--- config.mk ---
export PLATFORM = sky130hd
export DESIGN_NAME = dds_wavegen
export DESIGN_NICKNAME = d
export VERILOG_FILES = /design/src/rtl/dds_pkg.sv /design/src/rtl/dds_quarter_rom.sv /design/src/rtl/dds_wavegen.sv
export SDC_FILE = /design/constraint.sdc
export NUM_CORES = 1
export LEC_CHECK = 0
export BUFFER_PORTS_ARGS = -buffer_cell sky130_fd_sc_hd__buf_2
export CORE_ASPECT_RATIO = 0.75
export CORE_UTILIZATION = 54
export DETAILED_ROUTE_END_ITERATION = 8
export GPL_TIMING_DRIVEN = 1
export PLACE_DENSITY = 0.72
export SLEW_MARGIN = 5
export SYNTH_ARGS = -nofsm -noshare
export SYNTH_HDL_FRONTEND = slang
export SYNTH_SLANG_ARGS = --single-unit
--- constraint.sdc ---
create_clock -name clk -period 11.4 [get_ports clk]
set_clock_uncertainty 0.05 [all_clocks]
set_input_delay 2.28 -clock clk [delete_from_list [all_inputs] [get_ports clk]]
set_output_delay 2.28 -clock clk [all_outputs]
set_load 0.05 [all_outputs]
--- src/rtl/dds_pkg.sv ---
// dds_pkg: shared waveform codes and pipeline constants
// for the dds_wavegen signal generator.
package dds_pkg;

  typedef enum logic [1:0] {
    WAVE_SINE   = 2'd0,
    WAVE_SQUARE = 2'd1,
    WAVE_TRI    = 2'd2,
    WAVE_SAW    = 2'd3
  } wave_e;

  localparam int DDS_LAT = 4;

endpackage

--- src/rtl/dds_quarter_rom.sv ---
// dds_quarter_rom: quarter-wave sine table, synchronous read,
// one cycle latency, no reset on the data register.
module dds_quarter_rom #(
  parameter int    LUT_AW   = 8,
  parameter int    DATA_W   = 13,
  parameter string LUT_FILE = "quarter_sine_lut.txt"
) (
  input  logic              clk,
  input  logic [LUT_AW-1:0] addr_i,
  output logic [DATA_W-1:0] data_o
);

  localparam int     DEPTH  = 1 << LUT_AW;
  localparam longint PI_Q30 = 64'sd3373259426;

  // round((2^DATA_W-1)*sin((i+0.5)*pi/2^(LUT_AW+1))), Q30 Taylor series
  function automatic logic [DATA_W-1:0] sin_entry(input int idx);
    longint x;
    longint x2;
    longint term;
    longint sum;
    longint mx;
    x    = (longint'(2 * idx + 1) * PI_Q30) >>> (LUT_AW + 2);
    x2   = (x * x) >>> 30;
    term = x;
    sum  = x;
    for (int k = 1; k < 8; k++) begin
      term = -((term * x2) >>> 30) / longint'((2 * k) * (2 * k + 1));
      sum  = sum + term;
    end
    mx = (longint'(1) << DATA_W) - 1;
    return DATA_W'((mx * sum + (longint'(1) << 29)) >>> 30);
  endfunction

  logic [DATA_W-1:0] rom [DEPTH];
  logic [DATA_W-1:0] data_q;

  for (genvar g = 0; g < DEPTH; g++) begin : g_rom
    localparam logic [DATA_W-1:0] V = sin_entry(g);
    assign rom[g] = V;
  end

  always_ff @(posedge clk) begin
    data_q <= rom[addr_i];
  end

  assign data_o = data_q;

endmodule

--- src/rtl/dds_wavegen.sv ---
// dds_wavegen: four-stage DDS (sine/square/triangle/saw) driving
// an offset-binary DAC sample with valid and cycle-wrap flags.
module dds_wavegen
  import dds_pkg::*;
#(
  parameter int    ACC_W    = 32,
  parameter int    LUT_AW   = 8,
  parameter int    OUT_W    = 14,
  parameter int    AMP_W    = 16,
  parameter string LUT_FILE = "quarter_sine_lut.txt",
  localparam int   PHASE_W  = LUT_AW + 2
) (
  input  logic               clk,
  input  logic               rst,
  input  logic               en,
  input  logic [ACC_W-1:0]   freq_word,
  input  logic               freq_load,
  input  logic [PHASE_W-1:0] phase_offset,
  input  logic               phase_sync,
  input  logic [1:0]         wave_sel,
  input  logic [AMP_W-1:0]   amplitude,
  output logic [OUT_W-1:0]   dout,
  output logic               dout_valid,
  output logic               wrap
);

  localparam int MAG_W = OUT_W - 1;
  localparam int TSH   = OUT_W - PHASE_W + 1;
  localparam int SSH   = OUT_W - PHASE_W;
  localparam logic [MAG_W-1:0]   MX   = '1;
  localparam logic [OUT_W-1:0]   MID  = OUT_W'(1) << MAG_W;
  localparam logic [PHASE_W-1:0] HALF = PHASE_W'(1) << (PHASE_W - 1);

  function automatic logic [MAG_W-1:0] sat(input logic [OUT_W-1:0] v);
    return v[OUT_W-1] ? MX : v[MAG_W-1:0];
  endfunction

  logic [ACC_W-1:0]   acc_q, acc_d, freq_q;
  logic               carry_q, carry_d;
  logic [PHASE_W-1:0] p1_q, p2_q;
  wave_e              w1_q, w2_q;
  logic               c1_q, c2_q, c3_q, wrap_q;
  logic [DDS_LAT-1:0] vld_q;
  logic [LUT_AW-1:0]  rom_addr;
  logic [MAG_W-1:0]   rom_data;
  logic [PHASE_W-1:0] tri_x, saw_x;
  logic [MAG_W-1:0]   mag_d, mag_q;
  logic               neg_d, neg_q;
  logic [MAG_W+AMP_W-1:0] prod;
  logic [MAG_W-1:0]   smag;
  logic [OUT_W-1:0]   dout_d, dout_q;

  always_comb begin
    acc_d   = acc_q;
    carry_d = 1'b0;
    if (phase_sync) begin
      acc_d = '0;
    end else if (en) begin
      {carry_d, acc_d} = {1'b0, acc_q} + {1'b0, freq_q};
    end
  end

  always_ff @(posedge clk) begin
    if (rst) begin
      acc_q   <= '0;
      freq_q  <= '0;
      carry_q <= 1'b0;
    end else begin
      acc_q   <= acc_d;
      carry_q <= carry_d;
      if (freq_load) freq_q <= freq_word;
    end
  end

  // odd quadrants read the table backwards
  assign rom_addr = p1_q[PHASE_W-2] ? ~p1_q[LUT_AW-1:0]
                                    : p1_q[LUT_AW-1:0];

  dds_quarter_rom #(
    .LUT_AW   (LUT_AW),
    .DATA_W   (MAG_W),
    .LUT_FILE (LUT_FILE)
  ) u_rom (
    .clk    (clk),
    .addr_i (rom_addr),
    .data_o (rom_data)
  );

  always_comb begin
    tri_x = {1'b0, p2_q[PHASE_W-2:0]};
    if (p2_q[PHASE_W-2]) tri_x = HALF - tri_x;
    saw_x = p2_q[PHASE_W-1] ? p2_q - HALF : HALF - p2_q;
    mag_d = '0;
    neg_d = p2_q[PHASE_W-1];
    unique case (w2_q)
      WAVE_SINE:   mag_d = rom_data;
      WAVE_SQUARE: mag_d = MX;
      WAVE_TRI:    mag_d = sat(OUT_W'(tri_x) << TSH);
      WAVE_SAW: begin
        mag_d = sat(OUT_W'(saw_x) << SSH);
        neg_d = ~p2_q[PHASE_W-1];
      end
    endcase
    // ROM data is unreset; keep flushed slots at midscale
    if (!vld_q[1]) begin
      mag_d = '0;
      neg_d = 1'b0;
    end
  end

  assign prod   = {{AMP_W{1'b0}}, mag_q} * {{MAG_W{1'b0}}, amplitude};
  assign smag   = MAG_W'(prod >> AMP_W);
  assign dout_d = neg_q ? MID - {1'b0, smag} : MID + {1'b0, smag};

  always_ff @(posedge clk) begin
    if (rst) begin
      p1_q   <= '0;
      w1_q   <= WAVE_SINE;
      c1_q   <= 1'b0;
      p2_q   <= '0;
      w2_q   <= WAVE_SINE;
      c2_q   <= 1'b0;
      mag_q  <= '0;
      neg_q  <= 1'b0;
      c3_q   <= 1'b0;
      dout_q <= MID;
      wrap_q <= 1'b0;
      vld_q  <= '0;
    end else begin
      p1_q   <= acc_q[ACC_W-1 -: PHASE_W] + phase_offset;
      w1_q   <= wave_e'(wave_sel);
      c1_q   <= carry_q;
      p2_q   <= p1_q;
      w2_q   <= w1_q;
      c2_q   <= c1_q;
      mag_q  <= mag_d;
      neg_q  <= neg_d;
      c3_q   <= c2_q;
      dout_q <= dout_d;
      wrap_q <= c3_q;
      vld_q  <= {vld_q[DDS_LAT-2:0], 1'b1};
    end
  end

  assign dout       = dout_q;
  assign dout_valid = vld_q[DDS_LAT-1];
  assign wrap       = wrap_q;

endmodule

==> summary.txt <==
Flow run
  – Max-cap viol count: 0

Global routing
  – GRT Total Usage: 0.301
  – Vias in the first global route: 14675
  – Largest net degree at the start of global routing: 80
  – Grt ovf: 0
  – First-pass GRT wire length: 76300 µm
  – Antenna violations before repair: 0

Placed design
  – Port Buffers: 80
  – Gp weighted congestion: 0.961
  – Placed Instances: 2495
  – HPWL after DPL: 34100 µm
  – Dpl ws: 2470 ps

Route
  – Post-detailed-route count of antenna-violating nets: 0
  – Vias per cell: 6.04
  – DR WL/cell: 18.6 µm
  – Vias: 15250
  – DRC: 0
  – Iter 0 DRT Violations: 1492
  – Final wirelength: 47100 µm
  – Drt pass-1 iters: 6

Clock network
  – Clock Latency Late Sink: 420 ps
  – Clock tree sinks: 138
  – Setup bufs post-CTS: 0
  – Cts repair resizes: 0
  – Root Driver: clkbuf_16
  – Deepest clock path buffer count: 2
  – CTS tree: yes
  – CTS buffer count: 17
  – Hold-fix buffers, CTS: 0
  – Clock Pin Slew Worst Setup and Hold Paths: 60 ps
  – H-tree levels: 4

Final layout
  – Most common cell after layout, fill and taps aside: inv_1
  – Synthesis-to-layout area growth: 7.29%
  – Number of fill cells: 2760
  – Final std cells w/o fill: 2526
  – Post-layout util: 0.591
  – Commonest non-fill, non-tap cells in the layout: inv_1, nand2_1, nor2_1
  – Ant diodes: 0
  – Final #Nets: 2464
  – Layout cells sized above 1: 0.0724

Die
  – Core area: 30200 µm²
  – Die W: 205 µm
  – Die height: 154 µm
  – Row count: 55
  – I/O pins: 81
  – Initial Utilization: 0.551
  – Total die area: 31500 µm²

Status
  – Status: finished, final reports clean

Synthesis
  – Post-Syn Instances: 2135
  – #FFs+latches synth: 138
  – Syn nets: 2484
  – Synthesis Warnings: 0
  – Unique masters post-synth: 71
  – Syn_area_per_cell: 7.79 µm²
  – Top_reg_cell synth: dfxtp_1
  – Netlist Area Pre-Place: 16600 µm²
  – Synth async-reset ratio: 0
  – Post-synth EDFFs: 0
  – Sequential area share after synthesis: 0.166

Worst setup path
  – Worst EP required: 11650 ps
  – Reg-to-reg slack, setup: 4170 ps
  – Kind of critical path: in -> reg
  – Critical Path Stages: 23
  – Reg2reg end: dout[10]
  – Critical path endpoint category: register
  – Crit path DAT: 8880 ps
  – CP Buf/Inv Count: 5
  – Crit Path Max Fanout: 13
  – CP Launch Type: input port
  – FF-to-FF path depth: 22
  – Crit-path max cell delay: 550 ps
  – Crit path cell chain: buf_2, and2_1, fa_1, inv_1, fa_1, inv_1, fa_1, fa_1, inv_1, fa_1, inv_1, ha_1, a21oi_1, o21ai_0, a21oi_1, o21ai_0, xnor2_1, ha_1, o21ai_0, or2_1, or4b_1, a32oi_1, mux2_1
  – CP dominant cell by count: fa_1
  – FF-to-FF Start: mag_q[7]
  – Critical path's top delay family: adder cells
  – Slowest-stage cell, CP: fa_1

Timing
  – Relative slew margins: 0.115
  – Slew at the pin closest to its max-slew limit: 1320 ps
  – Post-route clock period utilization: 0.757
  – Hold Fails Final Rpt: 0
  – Tmin final: 8630 ps
  – Setup Viol. Count Final: 0
  – Fmax: 0.116 GHz
  – Setup TNS: 0 ps
  – RSZ-0062 raised after global routing: false
  – Slew Limit Fails: 0
  – Setup ws final: 2770 ps

Min path
  – Hold Crit Class: reg -> reg
  – Hold wc startpoint: carry_q
  – Endpoint, Worst Hold: c1_q
  – Hold path cells: 1

Power and ir drop
  – Worst vdd ir: 0.0759 mV
  – LEAKAGE: 8.26 nW
  – Pwr Density: 118 nW/µm²
layout make-up:
cell class,instances,area (µm²),area share
tap,399,499,0.0280
inverter,241,905,0.0507
timing repair buffer,99,543,0.0304
clock inverter,10,168,0.00939
sequential,138,2760,0.155
multi-input combinational,1618,12500,0.701
clock buffer,21,460,0.0258
worst max path at each step:
stage | start | endpoint
floorplan | amplitude[6] | dout[10]
global placement | amplitude[5] | dout[10]
detailed placement | amplitude[5] | dout[10]
CTS | amplitude[5] | dout[10]
global route | amplitude[5] | dout[10]
finish | amplitude[5] | dout[10]
Yosys cell counts (9+ instances only):
cell type,count,area (µm²)
buf_1,19,71.3
a21o_1,18,135
a211oi_1,26,195
o211ai_1,27,203
or2_2,9,56.3
dfxtp_1,138,2760
or3_1,12,75.1
xor2_1,28,245
o221ai_1,19,166
o311ai_0,14,123
nand3_1,24,120
nor2_1,192,721
nor3_1,40,200
inv_1,241,905
a311oi_1,10,87.6
a31oi_1,17,106
and2_1,102,638
o21bai_1,9,67.6
ha_1,129,1610
xnor2_1,47,412
nand2_1,238,893
fa_1,155,3100
nor2b_1,30,188
o21ai_0,129,646
a21oi_1,150,751
clkbuf_1,118,443
o22ai_1,22,138
mux2i_1,47,470
nand2b_1,17,106
state kept, by name (all words and copies together) (netlist names), 2 cells and up:
signal        count
acc_q            32
dout             14
freq_q           32
mag_q            13
p1_q             10
p2_q             10
u_rom.data_o     13
vld_q             4
w1_q              2
w2_q              2
through the flow:
step           cell area [µm²]  hold WS, ps  power [mW]
2_1_floorplan            16600          364        1.24
3_3_place_gp             17200          366        1.49
3_5_place_dp             17200          374        1.50
4_1_cts                  17800          387        2.10
5_1_grt                  17800          395        2.24
6_report                 17800          383        2.11
logic make-up after synthesis:
logic type | count (synthesis) | share of synthesized area
muxes | 54 | 0.0371
AOI/OAI and AO/OA | 512 | 0.194
DFF | 138 | 0.166
buffers and inverters | 379 | 0.0856
xor gates and xnor gates | 76 | 0.0408
and+or+nand+nor | 692 | 0.192
adders and majority gates | 284 | 0.284
power by group:
part | switching, mW | total, mW | internal (mW)
combinational | 0.626 | 0.958 | 0.331
clock | 0.212 | 0.590 | 0.378
sequential | 0.0389 | 0.566 | 0.527
total | 0.877 | 2.11 | 1.24
routing by layer:
layer,up-vias,part of all wire,wire length (µm),GRT usage
li1,7159,-,-,-
met5,-,0,0,0
met1,7314,0.45,21200,0.427
met4,0,0.020,938,0.0842
met3,83,0.091,4300,0.0651
met2,694,0.44,20600,0.459
No activity file was read; power rests on OpenSTA's default activity.
